## src/rtl/sdram_model_pkg.sv

```systemverilog
// Shared types for the SDR SDRAM device model: command and error encodings, mode register fields.
package sdram_model_pkg;

  typedef enum logic [2:0] {
    CMD_NOP, CMD_ACT, CMD_READ, CMD_WRITE, CMD_PRE, CMD_REF, CMD_MRS, CMD_BST
  } cmd_t;

  typedef enum logic [3:0] {
    ERR_NONE     = 4'd0,
    ERR_ACT_OPEN = 4'd1,
    ERR_RW_IDLE  = 4'd2,
    ERR_TRCD     = 4'd3,
    ERR_TRP      = 4'd4,
    ERR_TRC      = 4'd5,
    ERR_MRS      = 4'd6,
    ERR_NO_MODE  = 4'd7,
    ERR_REF_OPEN = 4'd8,
    ERR_BAD_MODE = 4'd9,
    ERR_DQ       = 4'd10
  } err_t;

  typedef struct packed {
    logic [1:0] cl;      // CAS latency, 2 or 3
    logic [1:0] bl_log;  // burst length = 1 << bl_log
  } mode_t;

  typedef struct packed {
    mode_t mode;
    logic  ok;
  } mode_dec_t;

  function automatic mode_dec_t decode_mode(input logic [6:0] a);
    mode_dec_t r;
    r.mode.bl_log = a[1:0];
    r.mode.cl     = a[5:4];
    r.ok          = !a[2] && !a[3] && (a[6:4] == 3'b010 || a[6:4] == 3'b011);
    return r;
  endfunction

  // {cs,ras,cas,we} are active-low; a deselected or clock-disabled cycle is a NOP.
  function automatic cmd_t decode_cmd(input logic cke, input logic [3:0] c);
    cmd_t r;
    r = CMD_NOP;
    if (cke && !c[3]) begin
      case (c[2:0])
        3'b011:  r = CMD_ACT;
        3'b101:  r = CMD_READ;
        3'b100:  r = CMD_WRITE;
        3'b010:  r = CMD_PRE;
        3'b001:  r = CMD_REF;
        3'b000:  r = CMD_MRS;
        3'b110:  r = CMD_BST;
        default: r = CMD_NOP;
      endcase
    end
    return r;
  endfunction

endpackage

```

## src/rtl/sdram_model_bank.sv

```systemverilog
// One SDRAM bank: IDLE/ACTIVE state, open row and tRCD/tRP/tRC down-counters.
// State and timers update on the clock edge after the accepted command; never stalls.
module sdram_model_bank
  import sdram_model_pkg::*;
#(
  parameter int ROW_BITS = 4,
  parameter int T_RCD    = 2,
  parameter int T_RP     = 2,
  parameter int T_RC     = 7
) (
  input  logic                clk,
  input  logic                rst,
  input  logic                act,
  input  logic                close,
  input  logic                refresh,
  input  logic [ROW_BITS-1:0] row_in,
  output logic                active,
  output logic [ROW_BITS-1:0] row,
  output logic                ok_act,
  output logic                ok_rw,
  output logic                rp_busy
);

  localparam logic [0:0] IDLE   = 1'b0;
  localparam logic [0:0] ACTIVE = 1'b1;

  logic [0:0] state;
  logic [3:0] rcd_cnt, rp_cnt, rc_cnt;

  always_ff @(posedge clk) begin
    if (rst) begin
      state   <= IDLE;
      row     <= '0;
      rcd_cnt <= '0;
      rp_cnt  <= '0;
      rc_cnt  <= '0;
    end else begin
      if (rcd_cnt != '0) rcd_cnt <= rcd_cnt - 4'd1;
      if (rp_cnt != '0)  rp_cnt  <= rp_cnt - 4'd1;
      if (rc_cnt != '0)  rc_cnt  <= rc_cnt - 4'd1;
      // Counters load with T-1 so the command T cycles later sees zero.
      if (act) begin
        state   <= ACTIVE;
        row     <= row_in;
        rcd_cnt <= 4'(T_RCD - 1);
        rc_cnt  <= 4'(T_RC - 1);
      end else if (close && state == ACTIVE) begin
        state  <= IDLE;
        rp_cnt <= 4'(T_RP - 1);
      end
      if (refresh) rc_cnt <= 4'(T_RC - 1);
    end
  end

  assign active  = (state == ACTIVE);
  assign ok_act  = (rp_cnt == '0) && (rc_cnt == '0);
  assign ok_rw   = (rcd_cnt == '0);
  assign rp_busy = (rp_cnt != '0);

endmodule

```

## config.mk

```make
export PLATFORM = sky130hd
export DESIGN_NAME = sdram_model_bank
export DESIGN_NICKNAME = d
export VERILOG_FILES = /design/src/rtl/sdram_model_pkg.sv /design/src/rtl/sdram_model_bank.sv
export SDC_FILE = /design/constraint.sdc
export NUM_CORES = 1
export LEC_CHECK = 0
export ABC_CLOCK_PERIOD_IN_PS = 1290
export CELL_PAD_IN_SITES_DETAIL_PLACEMENT = 1
export CELL_PAD_IN_SITES_GLOBAL_PLACEMENT = 1
export CORE_ASPECT_RATIO = 0.8
export CORE_MARGIN = 3
export CORE_UTILIZATION = 34
export CTS_BUF_LIST = sky130_fd_sc_hd__clkbuf_2
export DETAILED_ROUTE_END_ITERATION = 7
export GPL_TIMING_DRIVEN = 0
export PLACE_DENSITY_LB_ADDON = 0.2
export SLEW_MARGIN = 20
export SYNTH_ARGS = -nofsm -noshare
export SYNTH_HDL_FRONTEND = slang
export SYNTH_SLANG_ARGS = --single-unit
```

## constraint.sdc

```tcl
create_clock -name clk -period 1.29 [get_ports clk]
set_input_delay 0.1935 -clock clk [delete_from_list [all_inputs] [get_ports clk]]
set_output_delay 0.1935 -clock clk [all_outputs]
set_load 0.01 [all_outputs]
```

# After elaboration in Yosys (flattened, before gate mapping)
# Index checks and enable logic that the tools add are counted.
# classes
add_sub_neg	3
mux	10
reduce_logical	13
# op_table
cell	n
logical NOT 4 bit	3
two-way mux 4 bit	3
nonzero test 4 bit	3
subtractor 4 x 1 -> 4 bit, second input constant	3
two-way mux 3 bit	3
two-way mux 1 bit	4
nonzero test 2 bit	2
nonzero test 3 bit	1
OR reduction 3 bit	1
logical AND 1 bit	2
OR reduction 2 bit	1
# totals
reg_bits	17
input_bits	9
elab_cells	33
output_inout_bits	8

# Depth between registers and ports, before layout
# Gate-level depths: netlist of the first run.
# depth
depth_word	4
depth_mapped	6
depth_no_buf	5

# Least setup slack after synthesis of the first run
# No wires, ideal clock.
# synth_timing
path_type	register to output
startpoint	register rp_cnt[0]
endpoint	output port ok_act
path_stages_with_launch	6
t_required_ps	1097
arrival_time_ps	1323
path_buffers	1
setup_slack_ps	-227
cell_sequence	dfxtp_1 inv_1 ha_1 or3b_1 buf_6 nor4b_2
# synth_via
elab_chain_len	2
# synth_rtl
element	line	rtl
from (decl)	sdram_model_bank.sv:28	logic [3:0] rcd_cnt, rp_cnt, rc_cnt;
from (signal assigned)	sdram_model_bank.sv:39	if (rp_cnt != '0) rp_cnt <= rp_cnt - 4'd1;
from (signal assigned)	sdram_model_bank.sv:49	rp_cnt <= 4'(T_RP - 1);
logical NOT 4 bit	sdram_model_bank.sv:56	assign ok_act = (rp_cnt == '0) && (rc_cnt == '0);
logical AND 1 bit	sdram_model_bank.sv:56	
to (decl)	sdram_model_bank.sv:19	output logic ok_act,
# No other way between the ends.

# Final worst setup path of the first run
# Ends and elaborated chain as after synthesis.

==> results of run 1 <==
metal layers:
layer / wire (um) / global-route usage (%) / part of all wire (%)
met1: 922 / 17.3 / 46
met2: 964 / 27.4 / 48
met3: 79 / 5.12 / 3.9
met4: 48 / 7.41 / 2.4
met5: 0 / 0 / 0
worst max-delay path, cell delays in order, from the launching register on:
cell     delay [ps]
dfxtp_4         380
inv_2            60
ha_4            120
or3b_4          400
nor4b_4         210
buf_2           160
per-stage QoR:
step / cell area (um2) / total power [W] / instances
final: 1160 / 0.00215 / 131
after global routing: 1160 / 0.00227 / 131
after CTS: 1080 / 0.00186 / 128
after detailed placement: 976 / 0.00138 / 115
after global placement: 976 / 0.00134 / 115
after floorplan: 786 / 0.00116 / 75
final cells by class:
cell class	count	area [um2]
plain buffers	2	8.76
clock buffers	3	15.0
clock inverters	1	5.00
fillers	221	817
inverters	5	21.3
multi-input cells	50	459
flip-flops and latches	17	349
well taps	24	30.0
repair buffers	29	274
cells in the final DEF (no fill, tap or decap), types with 2 or more instances in the layout:
cell	n
dfxtp_1	12
nor2_1	10
clkdlybuf4s50_1	8
buf_4	8
mux2i_1	5
dlygate4sd2_1	5
nor3_1	4
buf_6	4
dfxtp_2	4
inv_2	3
buf_2	3
nand3b_1	3
xnor2_1	3
clkbuf_2	3
o21ai_0	2
a31oi_1	2
nand2b_1	2
a21oi_1	2
ha_4	2
worst paths after layout:
path / startpoint / end / cells past startpoint
setup / recovery: rp_cnt[0] / ok_act / 5
hold / removal: row_in[0] / row[0] / 3
setup reg to reg: rp_cnt[0] / rp_cnt[0] / 8
hold reg to reg: rc_cnt[0] / rc_cnt[0] / 1
sequential cells by signal (all words and copies together), names as in the netlist:
name and flops:
rc_cnt 4, rcd_cnt 4, rp_cnt 4, row 4, active 1
what timing repair did:
action,in CTS,in global routing
setup buffers,9,4
endpoints found under the setup margin,13,9
gates resized for setup,30,9
pin swaps,6,2
power breakdown:
group	leakage, nW	switching, W	internal, W
Sequential	0.142	0.0000647	0.000613
Clock	0.0164	0.000174	0.0000702
Combinational	0.332	0.000487	0.000743
Total	0.491	0.000726	0.00143
logic make-up after synthesis:
group | Yosys count
simple gates | 26
flops | 17
compound gates | 11
buf+inv | 8
xor+xnor | 5
mux | 5
fa+ha+maj | 3
==> metrics.md, run 1 <==
| Metric | Value |
|---|---|
| Final Hold Vio Count | `0` |
| Area share of fa/ha/maj cells after synthesis | `~5%` |
| Initial antenna violation count | `0` |
| Status | `finished with violations` |
| # diodes | `0` |
| Syn Inst Count | `75` |
| Pins Over Slew Limit | `0` |
| Synth top area cells | `dfxtp_1 (46%), mux2i_1 (6.7%), xnor2_1 (5.9%)` |
| Vias in the first global route | `approximately 660` |
| Drt wl/cell | `between 15 and 20 um` |
| Largest family of logic cells by synthesized area | `simple AND/OR/NAND/NOR gates` |
| RSZ-0062 raised after global routing | `yes` |
| Largest net degree at the start of global routing | `11` |
| Synth Area in Simple Gates | `a little over a fifth` |
| Chip Height | `between 40 and 50 um` |
| Yosys cell types | `25` |
| FP Rows | `14` |
| Startpoint Class | `flop` |
| Synth Area in Compound Gates | `between 10% and 20%` |
| Hold-fix buffers at CTS | `0` |
| CTS Sinks | `17` |
| Longest Clk Path Bufs | `2` |
| DRC Markers | `0` |
| Primary FF master, synth | `dfxtp_1` |
| Setup violations, final | `8` |
| Final min period | `roughly 1800 ps` |
| Critical path class | `flop to primary output` |
| Setup TNS | `-2360 ps` |
| H-tree levels | `1` |
| Final nets | `120` |
| Skew-Pair Late Insertion Delay | `between 300 and 400 ps` |
| Core outline area | `1980 um2` |
| Synth top cells by count | `dfxtp_1 (17), nor2_1 (11), inv_1 (5), mux2i_1 (5), xnor2_1 (5)` |
| Min-delay worst type | `input port to flop` |
| Die area | `between 2000 and 3000 um2` |
| Post-Syn Area per Cell | `9.91 um2` |
| Clock-pin slew on the worst setup and hold paths | `160 ps` |
| Share of cells above drive strength 1 | `40.2%` |
| Max Fclk | `0.547 GHz` |
| Initial Util | `about 38%` |
| Setup Slack @ Placement | `-703 ps` |
| Area growth, synth to finish | `56.4%` |
| Post-synth net total | `87` |
| Max-cap violation count | `0` |
| Failing checks | `setup timing` |
| Post-synthesis xor/xnor area fraction | `under 10%` |
| Avg Vias per Cell | `around 5` |
| Num ports | `17` |
| Total wire length | `about 2000 um` |
| Clock Tree Root | `clkbuf_2` |
| CTS Buf Count | `3` |
| GPL Wtd Cong | `a little over 0.7` |
| CP arrival | `around 1600 ps` |
| Final core utilization | `between 50% and 60%` |
| Sequential-to-total area share from yosys stat | `a little under half` |
| Worst slew pin tran | `between 400 and 500 ps` |
| Remaining antenna violation count | `0` |
| First-pass iteration count of the detailed router | `3` |
| CTS tree | `yes` |
| Post-synth top area cell | `dfxtp_1` |
| Total GRT Usage | `between 15 and 20%` |
| Count leader, synth | `dfxtp_1` |
| Maximum fanout along the worst path | `2` |
| Vias | `654` |
| Crit path capture type | `primary output` |
| CP required | `~1100 ps` |
| IO Port Bufs | `16` |
| Warnings from Yosys | `0` |
| Layout Skew | `about 0.9 ps` |
| Lkg Pwr | `slightly below 0.5 nW` |
| Power density cells | `around 1900 nW/um2` |
| Final WS setup | `-537 ps` |
| Reg-to-reg setup timing slack | `-350 ps` |
| Top cell type's share of synthesized area | `roughly 46%` |
| Final hold slack | `approximately 490 ps` |
| Total grt overflow | `0` |
| Max-slew headroom at the worst pin | `between 60% and 70%` |
| DR iter-0 viols | `9` |
| First-pass GRT wire length | `3020 um` |
| Die width | `about 58 um` |
| Asr flop ratio synth | `0%` |
| Mapped Area | `between 700 and 800 um2` |
| #FFs+latches synth | `17` |
| Hpwl dp | `between 1000 and 1500 um` |
| Multiplexer share of the synthesized area | `under 10%` |
| Post-synth EDFFs | `0` |
| Final period util | `142%` |
| Worst vdd ir | `roughly 1.3 mV` |
Note: power is estimated with default switching activity, not from simulation.
==> run 2, diff against run 1 <==
--- a/config.mk
+++ b/config.mk
@@ -15,7 +15,7 @@
 export DETAILED_ROUTE_END_ITERATION = 7
 export GPL_TIMING_DRIVEN = 0
 export PLACE_DENSITY_LB_ADDON = 0.2
-export SLEW_MARGIN = 20
+export SLEW_MARGIN = 30
 export SYNTH_ARGS = -nofsm -noshare
 export SYNTH_HDL_FRONTEND = slang
 export SYNTH_SLANG_ARGS = --single-unit
==> results of run 2 <==
Same layout as run 1: the final DEF is identical, and so are final timing and power.
==> run 3, diff against run 2 <==
--- a/config.mk
+++ b/config.mk
@@ -14,7 +14,7 @@
 export CTS_BUF_LIST = sky130_fd_sc_hd__clkbuf_2
 export DETAILED_ROUTE_END_ITERATION = 7
 export GPL_TIMING_DRIVEN = 0
-export PLACE_DENSITY_LB_ADDON = 0.2
+export PLACE_DENSITY = 0.77
 export SLEW_MARGIN = 30
 export SYNTH_ARGS = -nofsm -noshare
 export SYNTH_HDL_FRONTEND = slang
==> metrics.md, run 3 (same netlist as run 1, synthesis figures left out) <==
| Metric | Value |
|---|---|
| Max-cap violation count | `0` |
| Final min period | `between 1500 and 2000 ps` |
| RSZ-0062 raised after global routing | `yes` |
| DR iter-0 viols | `6` |
| Total grt overflow | `0` |
| Largest net degree at the start of global routing | `11` |
| Switch share | `33.0%` |
| Share of cells above drive strength 1 | `37.7%` |
| Commonest cells after routing, fill and taps aside | `dfxtp_1 (12), nor2_1 (10), clkdlybuf4s50_1 (8), buf_4 (8)` |
| H-tree levels | `1` |
| Min-delay worst type | `input port to flop` |
| Max Fclk | `0.542 GHz` |
| Maximum fanout along the worst path | `2` |
| IO Port Bufs | `16` |
| Final WS setup | `-555 ps` |
| P_int | `about 0.0013 W` |
| Drt wl/cell | `14.1 um` |
| Longest Clk Path Bufs | `2` |
| Chip Height | `roughly 48 um` |
| Area growth, synth to finish | `49.8%` |
| Initial antenna violation count | `0` |
| Num ports | `17` |
| CTS Buf Count | `3` |
| # diodes | `0` |
| Final period util | `143%` |
| Startpoint Class | `flop` |
| Sequential power share | `about a third` |
| Hpwl dp | `~1200 um` |
| Layout Skew | `3.92 ps` |
| CTS Sinks | `17` |
| Clock Tree Root | `clkbuf_2` |
| Remaining antenna violation count | `0` |
| Lkg Pwr | `roughly 0.47 nW` |
| Worst slew pin tran | `a little under 500 ps` |
| Net Sw Power | `0.000637 W` |
| Vias | `634` |
| Worst vdd ir | `between 0.9 and 1 mV` |
| Vias in the first global route | `between 600 and 700` |
| Total GRT Usage | `between 10 and 15%` |
| Crit path capture type | `primary output` |
| First-pass GRT wire length | `between 2000 and 3000 um` |
| Failing checks | `setup timing` |
| Total wire length | `1840 um` |
| Setup violations, final | `7` |
| Clock power frac | `approximately an eighth` |
| DRC Markers | `0` |
| Avg Vias per Cell | `4.88` |
| Die width | `a little under 60 um` |
| Hold-fix buffers at CTS | `0` |
| FILL cells | `about 240` |
| Final Hold Vio Count | `0` |
| Core outline area | `slightly below 2000 um2` |
| FP Rows | `14` |
| Most common cell after layout, fill and taps aside | `dfxtp_1` |
| CTS tree | `yes` |
| CP required | `between 1000 and 1500 ps` |
| CP arrival | `1650 ps` |
| Power density cells | `roughly 1700 nW/um2` |
| Status | `finished with violations` |
| Initial Util | `a little under two fifths` |
| Setup TNS | `-2270 ps` |
| Die area | `between 2000 and 3000 um2` |
| Critical path class | `flop to primary output` |
| Placed Cells | `about 120` |
| Clock-pin slew on the worst setup and hold paths | `160 ps` |
| Comb power frac | `51.9%` |
| Max-slew headroom at the worst pin | `67.7%` |
| Pins Over Slew Limit | `0` |
| First-pass iteration count of the detailed router | `3` |
| Layout Cells excl Fill | `between 100 and 150` |
| Skew-Pair Late Insertion Delay | `300 ps` |
| GPL Wtd Cong | `around 0.7` |
| Final nets | `between 100 and 150` |
[run 3: worst paths after layout]
kind	from	to	slack [ps]	cells after the start
setup / recovery	rp_cnt[0]	ok_act	-560	5
hold / removal	row_in[1]	row[1]	490	3
setup reg to reg	rp_cnt[0]	rp_cnt[0]	-350	8
hold reg to reg	active	active	490	2
[run 3: final cells by class]
class / instances / area [um2] / area share, %
repair buffers: 28 / 250 / 22.5
multi-input cells: 50 / 434 / 39.0
well taps: 24 / 30.0 / 2.70
clock buffers: 4 / 20.0 / 1.80
inverters: 5 / 21.3 / 1.91
plain buffers: 2 / 8.76 / 0.787
flip-flops and latches: 17 / 349 / 31.3
[run 3: power groups by stage]
stage	Sequential (W)	Combinational, W	Clock, W
after floorplan	0.000674	0.000489	0
after global placement	0.000681	0.000659	0
after detailed placement	0.000683	0.000680	0
after CTS	0.000672	0.000894	0.000275
after global routing	0.000683	0.00109	0.000285
final	0.000675	0.00100	0.000252
[run 3: through the flow]
step | power [W] | hold slack, ps | utilization (%) | setup WS (ps) | cell area [um2]
5_1_grt | 0.00206 | 487 | 56.3 | -661 | 1110
3_5_place_dp | 0.00136 | 467 | 49.3 | -698 | 976
6_report | 0.00193 | 490 | 56.3 | -555 | 1110
4_1_cts | 0.00184 | 467 | 54.4 | -626 | 1080
3_3_place_gp | 0.00134 | 461 | 49.3 | -683 | 976
2_1_floorplan | 0.00116 | 270 | - | -162 | 786
[run 3: per-layer routing]
layer	vias up	GRT usage, %	wire (um)
li1	320	-	-
met5	-	0	0
met2	18	26.5	864
met3	2	5.66	110
met4	0	5.56	8
met1	294	15.9	856
[run 3: worst max-delay path, stage by stage, from the launching register on]
cell     delay (ps)
dfxtp_4         380
inv_2            60
ha_4            110
or3b_4          400
nor4b_4         240
buf_2           160
[run 3: timing repair]
item,in CTS,in global routing
endpoints found under the setup margin,13,8
resized for setup,30,6
buffers inserted,9,4
pin swaps,6,4
